$ cat src/rtl/phase_corrector_pkg.sv
// Shared types and defaults for the phase corrector scheduler.
// Tags travel beside each datapath sample to route results home.
package phase_corrector_pkg;

    localparam int NB_DATA_DEF    = 16;
    localparam int N_CH_DEF       = 4;
    localparam int DP_LATENCY_DEF = 2;
    localparam int MAX_CH         = 8;
    localparam int CH_W           = 3;

    typedef struct packed {
        logic            valid;
        logic [CH_W-1:0] ch;
    } tag_t;

    function automatic logic [MAX_CH-1:0] ch_onehot(
        input logic [CH_W-1:0] idx
    );
        logic [MAX_CH-1:0] oh;
        oh      = '0;
        oh[idx] = 1'b1;
        return oh;
    endfunction

endpackage

$ cat src/rtl/phase_corrector_scheduler_rr_arbiter.sv
// Combinational round-robin arbiter; search starts one past the pointer.
// The pointer register is owned by the parent.
module rr_arbiter
    import phase_corrector_pkg::*;
#(
    parameter  int N_CH  = N_CH_DEF,
    localparam int NB_CH = $clog2(N_CH)
) (
    input  logic [N_CH-1:0]  req_i,
    input  logic [NB_CH-1:0] ptr_i,
    output logic [N_CH-1:0]  gnt_o,
    output logic [NB_CH-1:0] win_o,
    output logic             any_o
);

    logic [NB_CH-1:0] idx;

    // Walk from the farthest candidate back to the nearest so the
    // nearest requester after the pointer overwrites the others.
    always_comb begin
        win_o = ptr_i;
        any_o = 1'b0;
        idx   = '0;
        for (int k = N_CH; k >= 1; k--) begin
            idx = NB_CH'((int'(ptr_i) + k) % N_CH);
            if (req_i[idx]) begin
                win_o = idx;
                any_o = 1'b1;
            end
        end
    end

    always_comb begin
        gnt_o = '0;
        for (int c = 0; c < N_CH; c++) begin
            gnt_o[c] = any_o && (win_o == NB_CH'(c));
        end
    end

endmodule

$ cat src/rtl/phase_corrector_scheduler.sv
// Shares one pipelined phase_corrector datapath among N_CH channels,
// with per-channel holding registers and a latency-matched tag pipe.
module phase_corrector_scheduler
    import phase_corrector_pkg::*;
#(
    parameter  int NB_DATA    = NB_DATA_DEF,
    parameter  int N_CH       = N_CH_DEF,
    parameter  int DP_LATENCY = DP_LATENCY_DEF,
    localparam int NB_CH      = $clog2(N_CH)
) (
    input  logic                    i_clk,
    input  logic                    i_rst_n,
    input  logic [N_CH-1:0]         i_ch_en,
    input  logic [N_CH-1:0]         i_valid,
    input  logic [N_CH*NB_DATA-1:0] i_real,
    input  logic [N_CH*NB_DATA-1:0] i_imag,
    output logic [N_CH-1:0]         o_ready,
    output logic [NB_DATA-1:0]      o_dp_real,
    output logic [NB_DATA-1:0]      o_dp_imag,
    output logic                    o_dp_valid,
    input  logic [NB_DATA-1:0]      i_dp_phase,
    output logic [NB_DATA-1:0]      o_phase,
    output logic [N_CH-1:0]         o_valid,
    output logic [NB_CH-1:0]        o_ch,
    output logic                    o_busy
);

    logic [N_CH-1:0]    full_q;
    logic [N_CH-1:0]    full_d;
    logic [N_CH-1:0]    req;
    logic [N_CH-1:0]    gnt;
    logic [N_CH-1:0]    acc;
    logic [NB_DATA-1:0] real_q [N_CH];
    logic [NB_DATA-1:0] imag_q [N_CH];

    logic [NB_CH-1:0]   ptr_q;
    logic [NB_CH-1:0]   win;
    logic               any_gnt;

    logic [NB_DATA-1:0] dp_real_q;
    logic [NB_DATA-1:0] dp_imag_q;
    logic               dp_valid_q;
    logic [NB_CH-1:0]   dp_ch_q;

    tag_t               tag_q [DP_LATENCY];
    tag_t               tag_out;
    logic               tag_busy;
    logic [MAX_CH-1:0]  oh_all;

    logic [NB_DATA-1:0] phase_q;
    logic [N_CH-1:0]    valid_q;
    logic [N_CH-1:0]    valid_d;
    logic [NB_CH-1:0]   ch_q;

    assign req     = full_q & i_ch_en;
    assign o_ready = i_ch_en & ~full_q;
    assign acc     = i_valid & o_ready;
    assign full_d  = (full_q & ~gnt) | acc;

    rr_arbiter #(
        .N_CH (N_CH)
    ) u_arb (
        .req_i (req),
        .ptr_i (ptr_q),
        .gnt_o (gnt),
        .win_o (win),
        .any_o (any_gnt)
    );

    always_ff @(posedge i_clk or negedge i_rst_n) begin
        if (!i_rst_n) begin
            full_q <= '0;
            for (int c = 0; c < N_CH; c++) begin
                real_q[c] <= '0;
                imag_q[c] <= '0;
            end
        end else begin
            full_q <= full_d;
            for (int c = 0; c < N_CH; c++) begin
                if (acc[c]) begin
                    real_q[c] <= i_real[c*NB_DATA +: NB_DATA];
                    imag_q[c] <= i_imag[c*NB_DATA +: NB_DATA];
                end
            end
        end
    end

    // Idle cycles keep the last issued operands on the datapath bus.
    always_ff @(posedge i_clk or negedge i_rst_n) begin
        if (!i_rst_n) begin
            ptr_q      <= NB_CH'(N_CH - 1);
            dp_real_q  <= '0;
            dp_imag_q  <= '0;
            dp_valid_q <= 1'b0;
            dp_ch_q    <= '0;
        end else begin
            dp_valid_q <= any_gnt;
            if (any_gnt) begin
                ptr_q     <= win;
                dp_real_q <= real_q[win];
                dp_imag_q <= imag_q[win];
                dp_ch_q   <= win;
            end
        end
    end

    always_ff @(posedge i_clk or negedge i_rst_n) begin
        if (!i_rst_n) begin
            for (int i = 0; i < DP_LATENCY; i++) begin
                tag_q[i] <= '0;
            end
        end else begin
            tag_q[0].valid <= dp_valid_q;
            tag_q[0].ch    <= CH_W'(dp_ch_q);
            for (int i = 1; i < DP_LATENCY; i++) begin
                tag_q[i] <= tag_q[i-1];
            end
        end
    end

    assign tag_out = tag_q[DP_LATENCY-1];
    assign oh_all  = ch_onehot(tag_out.ch);
    assign valid_d = oh_all[N_CH-1:0] & {N_CH{tag_out.valid}};

    if (N_CH < MAX_CH) begin : g_oh_pad
        logic unused_oh;
        assign unused_oh = ^oh_all[MAX_CH-1:N_CH];
    end

    always_ff @(posedge i_clk or negedge i_rst_n) begin
        if (!i_rst_n) begin
            phase_q <= '0;
            valid_q <= '0;
            ch_q    <= '0;
        end else begin
            valid_q <= valid_d;
            if (tag_out.valid) begin
                phase_q <= i_dp_phase;
                ch_q    <= tag_out.ch[NB_CH-1:0];
            end
        end
    end

    always_comb begin
        tag_busy = 1'b0;
        for (int i = 0; i < DP_LATENCY; i++) begin
            tag_busy = tag_busy | tag_q[i].valid;
        end
    end

    assign o_dp_real  = dp_real_q;
    assign o_dp_imag  = dp_imag_q;
    assign o_dp_valid = dp_valid_q;
    assign o_phase    = phase_q;
    assign o_valid    = valid_q;
    assign o_ch       = ch_q;
    assign o_busy     = (|full_q) | tag_busy | dp_valid_q;

endmodule
$ cat config.mk
export PLATFORM = sky130hd
export DESIGN_NAME = phase_corrector_scheduler
export DESIGN_NICKNAME = d
export VERILOG_FILES = /design/src/rtl/phase_corrector_pkg.sv /design/src/rtl/phase_corrector_scheduler_rr_arbiter.sv /design/src/rtl/phase_corrector_scheduler.sv
export SDC_FILE = /design/constraint.sdc
export NUM_CORES = 1
export LEC_CHECK = 0
export BUFFER_PORTS_ARGS = -buffer_cell sky130_fd_sc_hd__buf_4
export CORE_MARGIN = 2
export CORE_UTILIZATION = 29
export CTS_CLUSTER_DIAMETER = 100
export DETAILED_ROUTE_END_ITERATION = 10
export MAX_ROUTING_LAYER = met4
export SLEW_MARGIN = 10
export SYNTH_ARGS = -nofsm -noshare
export SYNTH_HDL_FRONTEND = slang
export SYNTH_SLANG_ARGS = --single-unit
$ cat constraint.sdc
create_clock -name i_clk -period 2 [get_ports i_clk]
set_input_delay 0.3 -clock i_clk [delete_from_list [all_inputs] [get_ports i_clk]]
set_output_delay 0.3 -clock i_clk [all_outputs]
set_load 0.02 [all_outputs]
## After elaboration in Yosys (flattened, before gate mapping)

Cells that the tools add are included.

| cells by class | value |
|---|---|
| add/subtract/negate cells | 4 |
| $mul | 0 |
| div/mod/pow operators | 0 |
| order comparisons | 7 |
| equality and inequality tests | 3 |
| shift-type cells | 0 |
| multiplexer cells | 24 |
| bitwise logic cells | 12 |
| reductions and logical operators | 7 |

Operator list:

| cell | number |
|---|---|
| $bmux W16 S2 | 2 |
| $mux W16 | 4 |
| $and A4 B4 Y4 | 5 |
| $lt A2 B3 Y1 const B | 4 |
| $mux W1 | 9 |
| $bmux W1 S2 | 4 |
| $mux W2 | 4 |
| $not A4 Y4 | 2 |
| $logic_and A1 B1 Y1 | 5 |
| $add A2 B1 Y2 const B | 2 |
| $add A2 B2 Y2 const B | 2 |
| $eq A2 B2 Y1 const B | 2 |
| $lt A2 B4 Y1 const B | 1 |
| $or A4 B4 Y4 | 1 |
| $reduce_or A4 Y1 | 1 |
| $ge A3 B3 Y1 const B | 1 |
| $not A2 Y3 | 1 |
| $or A1 B1 Y1 | 3 |
| $demux W1 S2 | 1 |
| $eq A2 B1 Y1 const B | 1 |
| $ge A2 B1 Y1 const B | 1 |
| $logic_not A2 Y1 | 1 |

| word-level totals | value |
|---|---|
| flip-flop bits (word level) | 197 |
| latch bits | 0 |
| memory bits (writable) | 0 |
| bits in read-only memories | 0 |
| input bits | 154 |
| output and inout port bits | 60 |
| logic and storage cells | 78 |
| memories kept | 0 |

## Depth between registers and ports, before layout

| depth | value |
|---|---|
| word-level depth | 12 |
| mapped depth | 7 |
| mapped depth without buffers | 5 |

## Cells and area by module

Synthesis repeated with hierarchy kept, for this count alone.

| unflattened totals | value |
|---|---|
| cell total of the unflattened synthesis | 572 |
| area total of the unflattened synthesis | 8491.9 um^2 |

Modules (own cells, without submodules):

| module | times used | cells each | area each (um^2) | sequential area each (um^2) |
|---|---|---|---|---|
| phase_corrector_scheduler | 1 | 541 | 8316.7 | 4932.2 |
| rr_arbiter | 1 | 31 | 175.2 | 0.0 |

## Worst setup path before layout

No wires, ideal clock.

| path | value |
|---|---|
| path type | register to register |
| start | register ptr_q[1] |
| end | register dp_imag_q[10], in the netlist o_dp_imag[10] |
| library setup time | 0.126 ns |
| data arrival time | 1.797 ns |
| data required time | 1.874 ns |
| path slack | 0.077 ns |
| stages on the path, launching flop included | 7 |
| buffers on the path | 1 |
| clock period less this slack | 1.923 ns |
| cell sequence | dfstp_2 -> and3b_1 -> o21ai_2 -> nand3_4 -> buf_6 -> mux2_4 -> a221o_1 |

| on the way | value |
|---|---|
| word-level cells in the longest chain between the ends | 11 |
| elaborated cells between the ends (all ways) | 24 |
| classes of those cells | 4 x add/sub; 19 x mux; 1 x bitwise |

RTL lines:

| element | line | text |
|---|---|---|
| from (decl) | phase_corrector_scheduler.sv:36 | `logic [NB_CH-1:0] ptr_q;` |
| from (signal assigned) | phase_corrector_scheduler.sv:91 | `ptr_q <= NB_CH'(N_CH - 1);` |
| from (signal assigned) | phase_corrector_scheduler.sv:99 | `ptr_q <= win;` |
| $add A2 B1 Y2 | phase_corrector_scheduler_rr_arbiter.sv:25 | `idx = NB_CH'((int'(ptr_i) + k) % N_CH);` |
| $bmux W1 S2 | phase_corrector_scheduler_rr_arbiter.sv:26 | `if (req_i[idx]) begin` |
| $mux W1 (implied by the code) | phase_corrector_scheduler_rr_arbiter.sv:26 |  |
| $mux W2 (4 in a row) | phase_corrector_scheduler_rr_arbiter.sv:26 |  |
| $not A2 Y3 (implied by the code) | phase_corrector_scheduler.sv:101 | `dp_imag_q <= imag_q[win];` |
| $bmux W16 S2 | phase_corrector_scheduler.sv:101 |  |
| $mux W16 (implied by the code) (2 in a row) | phase_corrector_scheduler.sv:101 |  |
| to (signal assigned) | phase_corrector_scheduler.sv:101 |  |
| to (decl) | phase_corrector_scheduler.sv:41 | `logic [NB_DATA-1:0] dp_imag_q;` |

Parallel ways exist; a longest one is shown, timed or not. The select of a mux whose other input is x is not followed.
A chain may end at the register's enable or synchronous reset.

## Worst setup path after layout

| path | value |
|---|---|
| start | register ptr_q[1] |
| end | register dp_imag_q[12], in the netlist o_dp_imag[12] |

The elaborated chain is that of the path after synthesis.

==> results by group <==
Worst setup path
  • FF-to-FF path depth: 6
  • Worst path max stage delay: 0.57 ns
  • Req. time, crit path: 2.32 ns
  • Register-to-Register Setup Slack: -0.04 ns
  • Crit-path max FO: 30
  • Critical Path AT: 2.36 ns
  • Crit end category: flop
  • CP Launch Type: flop
  • CP max stage cell: dfstp_2
  • CP Class: reg -> reg
  • Capture point of the worst reg-to-reg path: o_dp_imag[12]
  • Worst path cell trace: and3b_1, o21ai_2, nand3_4, buf_12, mux2_4, a221o_1
  • Reg-to-reg startpoint: ptr_q[1]

Floorplan
  • Die X: 174 um
  • Site Rows: 62
  • Core area: 28,600 um2
  • DIE HEIGHT: 174 um
  • Die ar.: 30,400 um2
  • I/O pin cnt: 214
  • Initial cell density of the core: 0.294

Clocking
  • TritonCTS clock tree: built
  • CTS clk-pin slew, worst paths: 0.09 ns
  • Htree depth: 4
  • Clk Latency, worst-skew pair: 0.44 ns
  • Clock Sinks: 197
  • Post-CTS setup repair buffer count: 0
  • Root Buffer: clkbuf_16
  • Max clock buf depth: 2
  • Cts bufs inserted: 17

Worst hold path
  • Hold_sp: i_imag[38]
  • Worst hold path class: in -> reg
  • WHS Endpoint: imag_q[22]
  • Hold Path Depth: 2

Power and ir drop
  • Share of power burned in registers: 0.372
  • Max VDD drop: 0.000794 V
  • Switching pwr: 0.00658 W
  • Power Internal: 0.0126 W
  • Cell Pwr Density: 1680 nW/um2
  • Leakage power: 5.32 nW
  • Clock power share: 0.187
  • Switching share of power: 0.344
  • Combinational power share: 0.441

STA
  • Hold slack: 0.0847 ns
  • Clock skew: 0.0128 ns
  • Worst Max-Slew Pin Slew: 0.528 ns
  • Slew headroom: 0.648
  • Max Freq: 491 MHz
  • Final period utilization: 1.02
  • Fin worst setup slack: -0.0374 ns
  • Tmin final: 2.04 ns
  • Max Slew Vio Count: 0
  • Final setup violation count: 26
  • Final Hold Vio Count: 0
  • Unrepaired setup endpoints after global routing: true

Cells and area
  • Finished Core Util: 0.398
  • FF/Latch Area: 4930 um2
  • Layout cells sized above 1: 0.564
  • Synthesis-to-layout area growth: 35.6%
  • Nets@finish: 978
  • Fill count: 2,726
  • Area taken by multi-input logic gates: 3340 um2
  • Most frequent cells in the layout: buf_4 (239), dfrtp_1 (195), mux2_2 (146), nand2_1 (75)
  • Commonest non-fill, non-tap cell in the layout: buf_4
  • Final instance area: 11,400 um2

Routing
  • Vias/cell: 4.55
  • DRT Wirelength: 21.6 mm
  • DRT iter0 DRCs: 186
  • Avg WL per Cell: 17.6 um
  • Via count: 5,559
  • DRC Markers: 0
  • Final ANT Viol Nets: 0
  • TritonRoute pass-1 iters: 4

Global routing
  • Initial antenna violation count: 2
  • First-pass GRT wire length: 33.7 mm
  • Congestion Overflow GR: 0
  • GR Util All Layers: 0.149
  • Largest net degree at the start of global routing: 58
  • Via count of the first global-routing pass: 5,840

Yosys
  • Cells after Synth: 589
  • Synth Warn #: 0
  • Yosys reg bits: 197
  • Sequential area share after synthesis: 0.587
  • Netlist cell types: 35
  • Synth Net Count: 743
  • Synthesized area: 8410 um2
  • Avg Synthesized Cell Area: 14.3 um2

Placement
  • RD Place Congestion: 0.767
  • Post-DP HPWL: 15.1 mm
  • Placed inst area: 10,800 um2
  • PortBufs: 213

Run status
  • Failing checks: negative setup slack
  • Status: complete, but fails checks

Job
  • Max Cap Viol: 0
## power groups by stage
stage               Sequential (W)  Clock, W  Combinational (W)
CTS                        0.00714   0.00369            0.00857
detailed placement         0.00719         0            0.00853
global placement           0.00716         0            0.00835
finish                     0.00713   0.00357            0.00845
global route               0.00739   0.00385            0.00910
floorplan                  0.00752         0            0.00523
## cells by family after synthesis
family	share of synthesized area
mux	0.289
flops	0.587
buf+inv	0.0228
simple gates	0.0521
compound gates	0.0491
## state kept, by name (all words and copies together) (netlist names)
register and flops:
o_phase 16, real_q 64, o_valid 4, o_dp_real 16
imag_q 64, ptr_q 2, dp_ch_q 2, tag_q 3
full_q 4, o_dp_imag 16, o_ch 2, o_dp_valid 1
tag_out 3
## layout make-up
class,instances,share of cell area
Timing Repair Buffer,251,0.177
Multi-Input combinational cell,354,0.293
Clock inverter,15,0.0162
Sequential cell,197,0.433
Antenna cell,2,0.000439
Inverter,3,0.000988
Clock buffer,17,0.0373
Tap cell,384,0.0421
## worst max-delay path: cells and delay by family (launching register included)
kind | cells | cell delay [ns]
flops | 1 | 0.57
mux | 1 | 0.32
compound gates | 2 | 0.49
buf+inv | 1 | 0.19
simple gates | 2 | 0.31
## synthesized netlist by cell type (all sizes together)
library cell / number / area share
a22oi: 1 / 0.00089
buf: 24 / 0.016
nor2b: 5 / 0.0037
and3: 2 / 0.0015
a21boi: 1 / 0.00089
mux2i: 32 / 0.038
a32oi: 1 / 0.0010
nand4b: 1 / 0.0010
a221o: 32 / 0.038
nor2: 1 / 0.00045
inv: 3 / 0.0013
nand2: 79 / 0.035
nor3b: 1 / 0.00089
nand2b: 1 / 0.00074
mux2: 178 / 0.25
and3b: 3 / 0.0031
nand3: 3 / 0.0033
dfrtp: 195 / 0.58
a21oi: 1 / 0.00059
dfstp: 2 / 0.0062
nand4: 1 / 0.00074
nor4: 1 / 0.00074
clkbuf: 11 / 0.0054
a32o: 1 / 0.0012
a22o: 2 / 0.0021
o21a: 1 / 0.00089
nor3: 1 / 0.00059
o21ai: 5 / 0.0034
## routing by layer
metal | vias up | share of wire | track usage
met1 | 2803 | 0.46 | 0.194
li1 | 2600 | - | -
met4 | 0 | 0.012 | 0.0368
met3 | 15 | 0.054 | 0.0394
met2 | 141 | 0.47 | 0.231
met5 | - | 0 | -
## what timing repair did
action | in CTS | in global routing
resized for setup | 4 | 0
hold buffers | 1 | 0
pin swaps | 6 | 0
endpoints found under the setup margin | 32 | 32
hold endpoints to repair | 49 | 0
## worst max path at each step
stage | startpoint | to | slack, ns
after floorplan | ptr_q[1] | o_dp_imag[10] | 0.08
after global placement | ptr_q[1] | o_dp_real[15] | -0.03
after detailed placement | ptr_q[1] | o_dp_real[15] | -0.06
after CTS | ptr_q[1] | o_dp_imag[12] | -0.04
after global routing | ptr_q[1] | o_dp_imag[12] | -0.14
final | ptr_q[1] | o_dp_imag[12] | -0.04
## metrics by stage
| stage | total power, W | setup slack [ns] | setup TNS, ns | instances |
|---|---|---|---|---|
| global placement | 0.0155 | -0.0290 | -0.0618 | 1188 |
| detailed placement | 0.0157 | -0.0638 | -1.01 | 1188 |
| CTS | 0.0194 | -0.0441 | -0.778 | 1221 |
| finish | 0.0192 | -0.0374 | -0.480 | 1223 |
| floorplan | 0.0128 | 0.0770 | 0 | 589 |
| global route | 0.0203 | -0.140 | -3.22 | 1223 |
Note: power is estimated with default switching activity, not from simulation.
